### config.mk
export PLATFORM = sky130hd
export DESIGN_NAME = myproject_mul_mac_pipe_flat
export DESIGN_NICKNAME = d
export VERILOG_FILES = /design/src/rtl/myproject_mul_mac_pipe_if.sv /design/src/rtl/myproject_mul_mac_pipe.sv /design/src/flat_wrapper.sv
export SDC_FILE = /design/constraint.sdc
export NUM_CORES = 1
export LEC_CHECK = 0
export ABC_AREA = 1
export CAP_MARGIN = 20
export CORE_ASPECT_RATIO = 0.9
export CORE_MARGIN = 5
export CORE_UTILIZATION = 55
export CTS_BUF_LIST = sky130_fd_sc_hd__clkbuf_4 sky130_fd_sc_hd__clkbuf_8
export CTS_CLUSTER_SIZE = 16
export DETAILED_ROUTE_END_ITERATION = 10
export PLACE_DENSITY = 0.81
export SLEW_MARGIN = 20
export SYNTH_ARGS = -nofsm -noshare
export SYNTH_HDL_FRONTEND = slang
export SYNTH_SLANG_ARGS = --single-unit
### constraint.sdc
create_clock -name ap_clk -period 8.23 [get_ports ap_clk]
set_input_delay 1.646 -clock ap_clk [delete_from_list [all_inputs] [get_ports ap_clk]]
set_output_delay 1.646 -clock ap_clk [all_outputs]
set_load 0.01 [all_outputs]
### src/rtl/myproject_mul_mac_pipe_if.sv
// Sample/result bundle for the pipelined MAC: clock enable, input sample with sideband, and the result.
interface myproject_mul_mac_pipe_if #(
  parameter int din0_WIDTH = 12,
  parameter int din1_WIDTH = 16,
  parameter int dout_WIDTH = 26
);
  logic                         ce;
  logic                         in_valid;
  logic signed [din0_WIDTH-1:0] din0;
  logic signed [din1_WIDTH-1:0] din1;
  logic                         acc_en;
  logic                         acc_clr;
  logic                         out_valid;
  logic signed [dout_WIDTH-1:0] dout;
  logic                         ovf;

  modport master (
    output ce, in_valid, din0, din1, acc_en, acc_clr,
    input  out_valid, dout, ovf
  );

  modport slave (
    input  ce, in_valid, din0, din1, acc_en, acc_clr,
    output out_valid, dout, ovf
  );
endinterface

### src/rtl/myproject_mul_mac_pipe.sv
// Pipelined signed multiplier with optional saturating accumulate in the final stage.
// Sideband (valid, acc_en, acc_clr) shifts alongside the data; ce freezes everything.
module myproject_mul_mac_pipe #(
  parameter int ID         = 1,
  parameter int NUM_STAGE  = 3,
  parameter int din0_WIDTH = 12,
  parameter int din1_WIDTH = 16,
  parameter int dout_WIDTH = 26
) (
  input logic ap_clk,
  input logic ap_rst,
  myproject_mul_mac_pipe_if.slave bus
);
  localparam int P   = din0_WIDTH + din1_WIDTH;
  localparam int DW  = dout_WIDTH;
  localparam int S   = ((P > DW) ? P : DW) + 1;
  localparam int NSB = NUM_STAGE - 1;
  localparam int NPR = NUM_STAGE - 2;

  localparam logic signed [S-1:0] SAT_MAX = {{(S-DW+1){1'b0}}, {(DW-1){1'b1}}};
  localparam logic signed [S-1:0] SAT_MIN = {{(S-DW+1){1'b1}}, {(DW-1){1'b0}}};

  logic w_unused_id;
  assign w_unused_id = ^ID;

  logic signed [din0_WIDTH-1:0] r_a;
  logic signed [din1_WIDTH-1:0] r_b;
  logic [NSB-1:0]               r_vld;
  logic [NSB-1:0]               r_en;
  logic [NSB-1:0]               r_clr;
  logic signed [P-1:0]          w_prod;
  logic signed [P-1:0]          w_fin_prod;

  logic                         r_out_valid;
  logic signed [DW-1:0]         r_dout;
  logic                         r_ovf;

  // Index 0 is stage 1; index NSB-1 feeds the output/accumulator stage.
  always_ff @(posedge ap_clk) begin
    if (ap_rst) begin
      r_a   <= '0;
      r_b   <= '0;
      r_vld <= '0;
      r_en  <= '0;
      r_clr <= '0;
    end else if (bus.ce) begin
      r_a      <= bus.din0;
      r_b      <= bus.din1;
      r_vld[0] <= bus.in_valid;
      r_en[0]  <= bus.acc_en;
      r_clr[0] <= bus.acc_clr;
      for (int i = 1; i < NSB; i++) begin
        r_vld[i] <= r_vld[i-1];
        r_en[i]  <= r_en[i-1];
        r_clr[i] <= r_clr[i-1];
      end
    end
  end

  assign w_prod = P'(r_a) * P'(r_b);

  generate
    if (NPR == 0) begin : g_no_prod_pipe
      assign w_fin_prod = w_prod;
    end else begin : g_prod_pipe
      logic signed [P-1:0] r_prod [NPR];

      always_ff @(posedge ap_clk) begin
        if (ap_rst) begin
          for (int i = 0; i < NPR; i++) r_prod[i] <= '0;
        end else if (bus.ce) begin
          r_prod[0] <= w_prod;
          for (int i = 1; i < NPR; i++) r_prod[i] <= r_prod[i-1];
        end
      end

      assign w_fin_prod = r_prod[NPR-1];
    end
  endgenerate

  logic                 w_acc;
  logic signed [S-1:0]  w_sum;
  logic                 w_hi;
  logic                 w_lo;
  logic signed [DW-1:0] w_sat;

  // Accumulator feedback is combinational into the final register so back-to-back samples chain.
  always_comb begin
    w_acc = r_en[NSB-1] & ~r_clr[NSB-1];
    w_sum = {{(S-P){w_fin_prod[P-1]}}, w_fin_prod};
    if (w_acc) begin
      w_sum = w_sum + {{(S-DW){r_dout[DW-1]}}, r_dout};
    end
    w_hi  = (w_sum > SAT_MAX);
    w_lo  = (w_sum < SAT_MIN);
    w_sat = w_sum[DW-1:0];
    if (w_hi) begin
      w_sat = SAT_MAX[DW-1:0];
    end else if (w_lo) begin
      w_sat = SAT_MIN[DW-1:0];
    end
  end

  always_ff @(posedge ap_clk) begin
    if (ap_rst) begin
      r_out_valid <= 1'b0;
      r_dout      <= '0;
      r_ovf       <= 1'b0;
    end else if (bus.ce) begin
      r_out_valid <= r_vld[NSB-1];
      if (r_vld[NSB-1]) begin
        r_dout <= w_sat;
        r_ovf  <= w_hi | w_lo | (w_acc & r_ovf);
      end
    end
  end

  assign bus.out_valid = r_out_valid;
  assign bus.dout      = r_dout;
  assign bus.ovf       = r_ovf;
endmodule

### src/flat_wrapper.sv
// flat-port wrapper written by rule: the top's interface ports become plain ports
module myproject_mul_mac_pipe_flat 
#(
  parameter int ID         = 1,
  parameter int NUM_STAGE  = 3,
  parameter int din0_WIDTH = 12,
  parameter int din1_WIDTH = 16,
  parameter int dout_WIDTH = 26
)
  (ap_clk, ap_rst, bus_ce, bus_in_valid, bus_din0, bus_din1, bus_acc_en, bus_acc_clr, bus_out_valid, bus_dout, bus_ovf);
  myproject_mul_mac_pipe_if #(.din0_WIDTH(din0_WIDTH), .din1_WIDTH(din1_WIDTH), .dout_WIDTH(dout_WIDTH)) bus_i ();
  input logic ap_clk;
  input logic ap_rst;
  input wire logic [$bits(bus_i.ce)-1:0] bus_ce;
  input wire logic [$bits(bus_i.in_valid)-1:0] bus_in_valid;
  input wire logic [$bits(bus_i.din0)-1:0] bus_din0;
  input wire logic [$bits(bus_i.din1)-1:0] bus_din1;
  input wire logic [$bits(bus_i.acc_en)-1:0] bus_acc_en;
  input wire logic [$bits(bus_i.acc_clr)-1:0] bus_acc_clr;
  output wire logic [$bits(bus_i.out_valid)-1:0] bus_out_valid;
  output wire logic [$bits(bus_i.dout)-1:0] bus_dout;
  output wire logic [$bits(bus_i.ovf)-1:0] bus_ovf;
  assign bus_i.ce = bus_ce;
  assign bus_i.in_valid = bus_in_valid;
  assign bus_i.din0 = bus_din0;
  assign bus_i.din1 = bus_din1;
  assign bus_i.acc_en = bus_acc_en;
  assign bus_i.acc_clr = bus_acc_clr;
  assign bus_out_valid = bus_i.out_valid;
  assign bus_dout = bus_i.dout;
  assign bus_ovf = bus_i.ovf;
  myproject_mul_mac_pipe #(.ID(ID), .NUM_STAGE(NUM_STAGE), .din0_WIDTH(din0_WIDTH), .din1_WIDTH(din1_WIDTH), .dout_WIDTH(dout_WIDTH)) u_core (.ap_clk(ap_clk), .ap_rst(ap_rst), .bus(bus_i));
endmodule
==> flow_metrics.tcl, run 1 <==
set metrics [dict create \
    fillers 2012 \
    start_util_pct 55.3 \
    grt_max_degree 53 \
    drt_iter0_drc 994 \
    setup_viol 0 \
    startpoint "u_core.r_a[5]" \
    antennaDiodeCount 0 \
    drv_cap 0 \
    r2r_start "u_core.r_a[5]" \
    finalPower_mw 1.33 \
    synth_edf_count 28 \
    syn_nets 1970 \
    grtUsageTotal_pct 24.8 \
    r2r_cells 20 \
    slew_headroom_pct 39.2 \
    seq_area_sq_um 2080 \
    worstPathCellList "nand2_1, fa_1, fa_1, fa_1, inv_1, fa_1, inv_1, fa_1, inv_1, ha_1, a21oi_1, a21boi_0, o21ai_0, a21oi_1, inv_1, nand2_1, nand2_1, a21oi_1, o21ai_0, a21oi_1" \
    root_buffer "clkbuf_8" \
    num-nets-final 1983 \
    powerDensity_nw_per_um2 100 \
    antenna_left 0 \
    min_period_ns 5.90 \
    tightest_slew_ns 0.912 \
    clk_pin_slew_worst_paths_ns 0.11 \
    max_stage_delay_ns 0.80 \
    ys_seq_area_share_pct 16.9 \
    grt_pass1_vias 10800 \
    synth_ff_type "dfxtp_1" \
    crit_arrival_ns 6.14 \
    drt-met1-wl_um 12800 \
    worst-setup-path-type "flop to flop" \
    final_cell_mix "438 x nand2_1, 364 x inv_1, 179 x fa_1" \
    cts_sinks 90 \
    rsz0062_at_grt "no" \
    multiInputGateArea_sq_um 8580 \
    cts_buffers 9 \
    synth_warnings 0 \
    cts_max_level 3 \
    synthToLayoutAreaGrowth_pct 7.60 \
    drc 0 \
    wl_um 30000 \
    cp-end-kind "flop" \
    drt-pass1-iter-count 5 \
    met3_length_um 1760 \
    cp.buffers_inverters 4 \
    num_rows 52 \
    dieHeight_um 152 \
    cts_buffer_depth 2 \
    synth.avg_cell_area_sq_um 7.37 \
    period_share_pct 71.7 \
    die_x_um 168 \
    fmax_mhz 170 \
    timing.critical_path.slowest_stage_cell "dfxtp_1" \
    vdd_drop_max_mv 0.0730 \
    cts_resized 0 \
    cpMostUsedCell "fa_1" \
    ctsHoldBuffers 0 \
    worst-path-stages 20 \
    cpLargestDelayFamily "adder cells" \
    timing.setup.tns_ns 0 \
    syn_inst 1670 \
    wl_per_cell_um 15.1 \
    synthesis.area_sq_um 12300 \
    yosys.cell_types.count 39 \
    slew_viol_final 0 \
    insertion_delay_ns 0.39 \
    vias_per_cell 5.29 \
    wl_met2_um 14700 \
    io_pins 62 \
    gr-total-overflow 0 \
    ys_ff_latch 90 \
    outcome "completed" \
    cts_tree "done" \
    place.gp.congestion 0.956 \
    numPortBuffers 61 \
    synthArstFlopShare_pct 0 \
    r2r_setup_slack_ns 2.33 \
    mostFrequentLayoutCell "nand2_1" \
    vias 10500 \
    start_kind "flop" \
    hold_path.class "flop to flop" \
    power.leakage_nw 7.09 \
    skew_ns 0.0191 \
    crit_end "u_core.g_prod_pipe.r_prod[0][22]" \
    antenna_found_initial 0 \
    grt_pass1_wl_um 52200 \
    postCtsSetupRepairBufs 0 \
    top_layer_used "met4" \
    die_area_sq_um 25500 \
    critPathRequiredTime_ns 8.47 \
    place_hpwl_um 24100 \
    worstPathMaxFanout 17 \
    drive_gt1_share_pct 3.08 \
    hold_viol 0 \
    r2r_end "u_core.g_prod_pipe.r_prod[0][22]" \
    core_area_sq_um 22300 \
]
worst min-delay path by stage:
| stage | from | to | cells after the start | slack, ns |
|---|---|---|---|---|
| 2_1_floorplan | u_core.r_en[0] | u_core.r_en[1] | 2 | 0.44 |
| 3_3_place_gp | u_core.bus.out_valid | u_core.bus.out_valid | 2 | 0.45 |
| 3_5_place_dp | u_core.bus.out_valid | u_core.bus.out_valid | 2 | 0.45 |
| 4_1_cts | u_core.bus.out_valid | u_core.bus.out_valid | 2 | 0.47 |
| 5_1_grt | u_core.bus.ovf | u_core.bus.ovf | 2 | 0.50 |
| 6_report | u_core.bus.out_valid | u_core.bus.out_valid | 2 | 0.47 |
sequential cells by signal, summed over array words and instances (netlist names):
| signal | flops |
|---|---|
| u_core.bus.dout | 26 |
| u_core.bus.out_valid | 1 |
| u_core.bus.ovf | 1 |
| u_core.g_prod_pipe.r_prod | 28 |
| u_core.r_a | 12 |
| u_core.r_b | 16 |
| u_core.r_clr | 2 |
| u_core.r_en | 2 |
| u_core.r_vld | 2 |
layout make-up:
type | count | share of cell area (%)
clock buffers | 10 | 0.992
flip-flops and latches | 90 | 15.7
inverters | 369 | 10.5
repair buffers | 66 | 4.89
clock inverters | 6 | 0.359
well taps | 297 | 2.80
multi-input cells | 1147 | 64.8
kinds of logic after synthesis:
kind of cell               Yosys count  share of synthesized area, %
DFF                                 90                          16.9
xor gates and xnor gates            19                          1.35
AOI/OAI and AO/OA                  188                          8.20
and+or+nand+nor                    673                          22.1
buffers and inverters              433                          13.5
adders and majority gates          266                          37.9
muxes                                1                        0.0813
where the power goes:
part / switching [mW] / internal (mW) / total (mW)
sequential: 0.0525 / 0.488 / 0.541
clock: 0.190 / 0.117 / 0.307
combinational: 0.294 / 0.186 / 0.480
routing by layer:
layer | vias to the layer above | GRT usage, %
li1 | 5038 | -
met1 | 5056 | 33.7
met2 | 349 | 42.3
met3 | 61 | 3.25
met4 | 0 | 6.41
met5 | - | 0
synthesized netlist by cell type, drive strengths merged (5+ instances only):
master / count / area share [%]
edfxtp: 28 / 6.8
o21bai: 5 / 0.30
clkbuf: 54 / 1.6
o21ai: 82 / 3.3
nor2: 145 / 4.5
nand4: 5 / 0.25
buf: 10 / 0.57
nand3: 63 / 2.8
or2: 6 / 0.30
nor3: 5 / 0.24
ha: 87 / 8.8
inv: 367 / 11
dfxtp: 62 / 10
nand2: 445 / 14
xnor2: 7 / 0.50
a21oi: 82 / 3.5
o21a: 6 / 0.37
xor2: 12 / 0.85
fa: 179 / 29
worst reg2reg max path, stage by stage (launching register included):
cell	delay, ns
dfxtp_1	0.80
nand2_1	0.18
fa_1	0.53
fa_1	0.43
fa_1	0.59
inv_1	0.06
fa_1	0.48
inv_1	0.06
fa_1	0.54
inv_1	0.05
ha_1	0.34
a21oi_1	0.23
a21boi_0	0.34
o21ai_0	0.21
a21oi_1	0.22
inv_1	0.10
nand2_1	0.06
nand2_1	0.11
a21oi_1	0.18
o21ai_0	0.10
a21oi_1	0.14
stage by stage:
| stage | area (sq um) | setup WS [ns] | util, % | instances | hold WS, ns |
|---|---|---|---|---|---|
| floorplan | 12300 | 2.93 | - | 1670 | 0.444 |
| global placement | 13100 | 2.60 | 58.7 | 1969 | 0.454 |
| detailed placement | 13100 | 2.46 | 58.7 | 1969 | 0.455 |
| CTS | 13200 | 2.43 | 59.5 | 1985 | 0.472 |
| global route | 13200 | 1.94 | 59.5 | 1985 | 0.503 |
| finish | 13200 | 2.33 | 59.5 | 1985 | 0.468 |
Power figures use the tool's default switching activity.
==> run 2: changes to the inputs <==
clock period = 5.6 ns   (was 8.23 ns; I/O delays follow)
==> run 2 against run 1 <==
Effect of this change:
- clock skew fell by 0.0047 ns
- worst setup slack got worse by 2.0 ns
- wire length rose by 1.3%
- non-clock buffer count rose by 43
- clock power rose by 77%
- critical path type unchanged
- largest power group unchanged
==> flow_metrics.tcl, run 2 (same netlist as run 1, synthesis figures left out) <==
set metrics [dict create \
    outcome "completed" \
    antenna_found_initial 0 \
    numPortBuffers 61 \
    vias 10600 \
    grt_pass1_wl_um 52900 \
    hold_viol 0 \
    pre_cts_slack_ns 0.0441 \
    largest_reg_flops 28 \
    postCtsSetupRepairBufs 0 \
    crit_arrival_ns 5.47 \
    synthToLayoutAreaGrowth_pct 11.3 \
    layout_setup_ws_ns 0.293 \
    grt_pass1_vias 11000 \
    powerDensity_nw_per_um2 151 \
    cts_sinks 90 \
    root_buffer "clkbuf_8" \
    mostFrequentLayoutCell "nand2_1" \
    vias_per_cell 5.23 \
    place.gp.congestion 0.985 \
    core_area_sq_um 22300 \
    tightest_slew_ns 0.889 \
    die_area_sq_um 25500 \
    cts_tree "done" \
    die_x_um 168 \
    antenna_left 0 \
    drt-pass1-iter-count 6 \
    timing.setup.tns_ns 0 \
    antennaDiodeCount 0 \
    worst-setup-path-type "flop to flop" \
    cts_buffer_depth 2 \
    dieHeight_um 152 \
    largest-register "u_core.g_prod_pipe.r_prod" \
    drive_gt1_share_pct 7.05 \
    slew_viol_final 0 \
    drc 0 \
    fillers 2002 \
    max_stage_delay_ns 0.54 \
    skew_ns 0.0143 \
    min_period_ns 5.31 \
    cts_max_level 3 \
    cts_buffers 9 \
    setup_viol 0 \
    period_share_pct 94.8 \
    start_util_pct 55.3 \
    wl_um 30400 \
    fmax_mhz 188 \
    gr-total-overflow 0 \
    power.leakage_nw 7.35 \
    insertion_delay_ns 0.40 \
    io_pins 62 \
    grt_max_degree 53 \
    hold_path.class "flop to flop" \
    worstPathCellList "buf_4, nand2_1, fa_1, inv_1, fa_1, fa_1, fa_1, inv_1, fa_1, inv_1, ha_1, a21oi_2, o21ai_0, a21o_1, a31oi_1, o21ai_1, a31oi_1, nand2_1, nand2_1, nor2_1" \
    num-nets-final 2026 \
    multiInputGateArea_sq_um 8620 \
    hold_slack_ns 0.472 \
    cpMostUsedCell "fa_1" \
    num_rows 52 \
    worstPathMaxFanout 17 \
    wl_per_cell_um 15.0 \
    critPathRequiredTime_ns 5.76 \
    vdd_drop_max_mv 0.105 \
    seq_area_sq_um 2110 \
    grtUsageTotal_pct 24.9 \
    rsz0062_at_grt "no" \
    clk_pin_slew_worst_paths_ns 0.11 \
    start_kind "flop" \
    slew_headroom_pct 40.7 \
    place_hpwl_um 24800 \
    final_cell_mix "437 x nand2_1, 363 x inv_1, 178 x fa_1" \
    drv_cap 0 \
    timing.critical_path.slowest_stage_cell "fa_1" \
    drt_iter0_drc 857 \
    cp-end-kind "flop" \
]
run 2: critical path: cells and delay by family (launching register included):
kind / cells / cell delay, ns
simple gates: 4 / 0.30
fa+ha+maj: 6 / 2.94
compound gates: 6 / 1.10
flops: 1 / 0.33
buf+inv: 4 / 0.40
run 2: final timing paths:
path	end	slack, ns	cells after the start	startpoint
max	u_core.g_prod_pipe.r_prod[0][19]	0.29	20	u_core.r_a[7]
min reg2reg	u_core.r_en[1]	0.47	2	u_core.r_en[0]
min	u_core.r_en[1]	0.47	2	u_core.r_en[0]
max reg2reg	u_core.g_prod_pipe.r_prod[0][19]	0.29	20	u_core.r_a[7]
run 2: metal layers:
| layer | wire (um) | GRT usage [%] | vias to the layer above |
|---|---|---|---|
| li1 | - | - | 5119 |
| met1 | 12900 | 32.9 | 5087 |
| met2 | 14700 | 42.7 | 331 |
| met3 | 1840 | 3.59 | 77 |
| met4 | 907 | 7.38 | 0 |
| met5 | 0 | 0 | - |
run 2: per-stage QoR:
step / util [%] / total power, mW / cells / area, sq um
5_1_grt: 61.6 / 2.22 / 2028 / 13700
6_report: 61.6 / 2.07 / 2028 / 13700
4_1_cts: 61.3 / 2.07 / 2028 / 13600
3_5_place_dp: 60.2 / 1.53 / 2012 / 13400
3_3_place_gp: 60.2 / 1.50 / 2012 / 13400
2_1_floorplan: - / 1.31 / 1670 / 12300
run 2: layout make-up:
type                       instances  area share [%]
clock inverter                     6           0.694
clock buffer                      10           0.959
tap                              297            2.71
sequential                        90            15.4
timing repair buffer             109            7.23
multi-input combinational       1147            62.9
inverter                         369            10.1
run 2: timing repair:
item	4_1_cts	5_1_grt
hold buffers	0	0
endpoints found under the setup margin	3	9
resized for setup	1	33
pin swaps	0	1
endpoints found under the hold margin	0	0
run 2: power breakdown:
group / switching, mW / leakage [nW] / total [mW] / internal (mW)
sequential: 0.0542 / 0.824 / 0.774 / 0.719
combinational: 0.462 / 6.41 / 0.757 / 0.295
clock: 0.281 / 0.115 / 0.544 / 0.263
total: 0.797 / 7.35 / 2.07 / 1.28
==> run 3: changes to the inputs <==
ABC_AREA = default   (was 1)
ABC_CLOCK_PERIOD_IN_PS = 5600   (was default)
==> run 3 against run 2 <==
Effect of this change:
- register-to-register slack got worse by 0.16 ns
- fmax down 3.0%
- total power rose by 5.7%
- sequential power down 1%
- largest cell class unchanged
- highest routed layer unchanged
==> flow_metrics.tcl, run 3 <==
set metrics [dict create \
    rsz0062_at_grt "yes" \
    vias 9427 \
    yosys-top-cells-count "227 x inv_1, 187 x nand2_1, 179 x fa_1" \
    synth_most_common_cell "inv_1" \
    antennaDiodeCount 0 \
    core_area_sq_um 21500 \
    drv_cap 0 \
    hold_path.class "flop to flop" \
    placed_area_sq_um 13200 \
    mostFrequentLayoutCell "inv_1" \
    final_cell_mix "226 x inv_1, 187 x nand2_1, 175 x fa_1" \
    crit_arrival_ns 5.57 \
    place_hpwl_um 22800 \
    yosysTopAreaCellShare_pct 29.9 \
    io_pins 62 \
    largest-register "u_core.g_prod_pipe.r_prod" \
    synthToLayoutAreaGrowth_pct 14.9 \
    synth_ff_type "dfxtp_1" \
    wl_per_cell_um 16.7 \
    slew_headroom_pct 46.6 \
    hold_viol 0 \
    root_buffer "clkbuf_8" \
    synth.avg_cell_area_sq_um 8.89 \
    start_util_pct 55.6 \
    grtUsageTotal_pct 23.9 \
    drt-pass1-iter-count 5 \
    outcome "completed" \
    grt_pass1_vias 9743 \
    grt_pass1_wl_um 47500 \
    place.gp.congestion 0.924 \
    die_x_um 165 \
    finalPower_mw 2.19 \
    powerDensity_nw_per_um2 159 \
    antenna_left 0 \
    use_met2_pct 40.8 \
    yosysTopAreaCell "fa_1" \
    gr-total-overflow 0 \
    grt_use_met3_pct 5.51 \
    syn_inst 1346 \
    synthArstFlopShare_pct 0 \
    worstPathMaxFanout 6 \
    stdcell_area_sq_um 13800 \
    cp-end-kind "flop" \
    slew_viol_final 0 \
    cts_sinks 90 \
    die_area_sq_um 24800 \
    synthesis.area_sq_um 12000 \
    critPathRequiredTime_ns 5.71 \
    numPortBuffers 61 \
    grt_max_degree 46 \
    cts_buffers 9 \
    period_share_pct 97.7 \
    ys_ff_latch 90 \
    min_period_ns 5.47 \
    insertion_delay_ns 0.40 \
    cts_buffer_depth 2 \
    ys_seq_area_share_pct 17.4 \
    dieHeight_um 150 \
    clk_pin_slew_worst_paths_ns 0.10 \
    utilization_pct 63.9 \
    start_kind "flop" \
    vias_per_cell 5.47 \
    grt_util_met1_pct 31.5 \
    wl_um 28700 \
    yosys-top-cells-area "fa_1 30%, dfxtp_1 10%, ha_1 9.1%, inv_1 7.1%, edfxtp_1 7.0%" \
    worst-setup-path-type "flop to flop" \
    cts_tree "done" \
    setup_viol 0 \
    synth_edf_count 28 \
    power.leakage_nw 6.46 \
    drc 0 \
    cts_max_level 3 \
    yosys.cell_types.count 62 \
    synth_warnings 0 \
    busiest_layer "met2" \
    antenna_found_initial 0 \
    num_rows 51 \
    tightest_slew_ns 0.801 \
    skew_ns 0.0242 \
    fmax_mhz 183 \
    num-nets-final 1728 \
    vdd_drop_max_mv 0.110 \
    syn_nets 1646 \
    drive_gt1_share_pct 12.4 \
    drt_iter0_drc 679 \
    largest_reg_flops 28 \
]
## run 3: cell types whose count changed after synthesis, moves of 38 or more
cell	delta
inv_1	-137
nand2_1	-251
nand3_1	-45
o21ai_0	-42
and2_1	+70
a21oi_1	-38
## run 3: worst max-delay path, stage by stage, from the launching register on
cell,delay (ns)
dfxtp_4,0.39
clkbuf_16,0.17
buf_4,0.15
and2_1,0.17
fa_1,0.56
fa_1,0.46
fa_1,0.51
fa_1,0.51
inv_1,0.06
fa_1,0.47
inv_1,0.04
ha_1,0.33
a21oi_2,0.14
nor2b_1,0.14
nand4_1,0.15
nand3_2,0.13
o22ai_2,0.10
o41a_1,0.42
nor3_2,0.22
nor3_2,0.07
## run 3: per-layer routing
layer / share of wire, % / vias to the layer above
met4: 1.4 / 0
met2: 50 / 293
li1: - / 4435
met3: 6.3 / 43
met1: 43 / 4656
met5: 0 / -
## run 3: where the power goes
group,total [mW],internal [mW],switching (mW)
logic,0.892,0.384,0.507
registers,0.766,0.719,0.0476
clock network,0.533,0.265,0.268
## run 3: stage by stage
stage / std cells / TNS, ns / setup slack [ns] / hold slack, ns
2_1_floorplan: 1346 / 0 / 0.0462 / 0.460
3_3_place_gp: 1698 / 0 / 0.0203 / 0.460
3_5_place_dp: 1698 / -0.259 / -0.0726 / 0.464
4_1_cts: 1714 / -0.00263 / -0.00263 / 0.481
5_1_grt: 1724 / -0.0851 / -0.0851 / 0.522
6_report: 1724 / 0 / 0.131 / 0.485
## run 3: path summary, 6_finish.rpt
kind,endpoint,from,slack [ns],depth (start not counted)
worst min register to register,u_core.bus.out_valid,u_core.bus.out_valid,0.49,2
worst min-delay path,u_core.bus.out_valid,u_core.bus.out_valid,0.49,2
worst max register to register,u_core.g_prod_pipe.r_prod[0][26],u_core.r_a[5],0.13,19
worst max-delay path,u_core.g_prod_pipe.r_prod[0][26],u_core.r_a[5],0.13,19
## run 3: timing repair
action,in CTS,in global routing
cloned,0,2
pin swaps,1,23
hold buffers,0,0
endpoints found under the setup margin,5,9
setup buffers,0,8
gates resized for setup,13,58
## run 3: logic make-up (layout without fill, tap and decap cells)
family                   count (synthesis)  after routing  synth area share, %
XOR/XNOR                                45             45                 3.29
AO/OA/AOI/OAI                          184            184                 11.3
AND/OR/NAND/NOR                        436            436                 16.6
flip-flops                              90             90                 17.4
buffers and inverters                  289            376                 9.37
multiplexers                            36             36                 3.02
adder cells (fa/ha/maj)                266            266                 39.0
## run 3: cell type report
| class | instances | area, sq um |
|---|---|---|
| Multi-Input combinational cell | 967 | 8940 |
| Fill cell | 1755 | 7750 |
| Sequential cell | 90 | 2140 |
| Timing Repair Buffer | 133 | 1230 |
| Inverter | 227 | 852 |
| Tap cell | 291 | 364 |
| Clock buffer | 11 | 139 |
| Clock inverter | 5 | 85.1 |
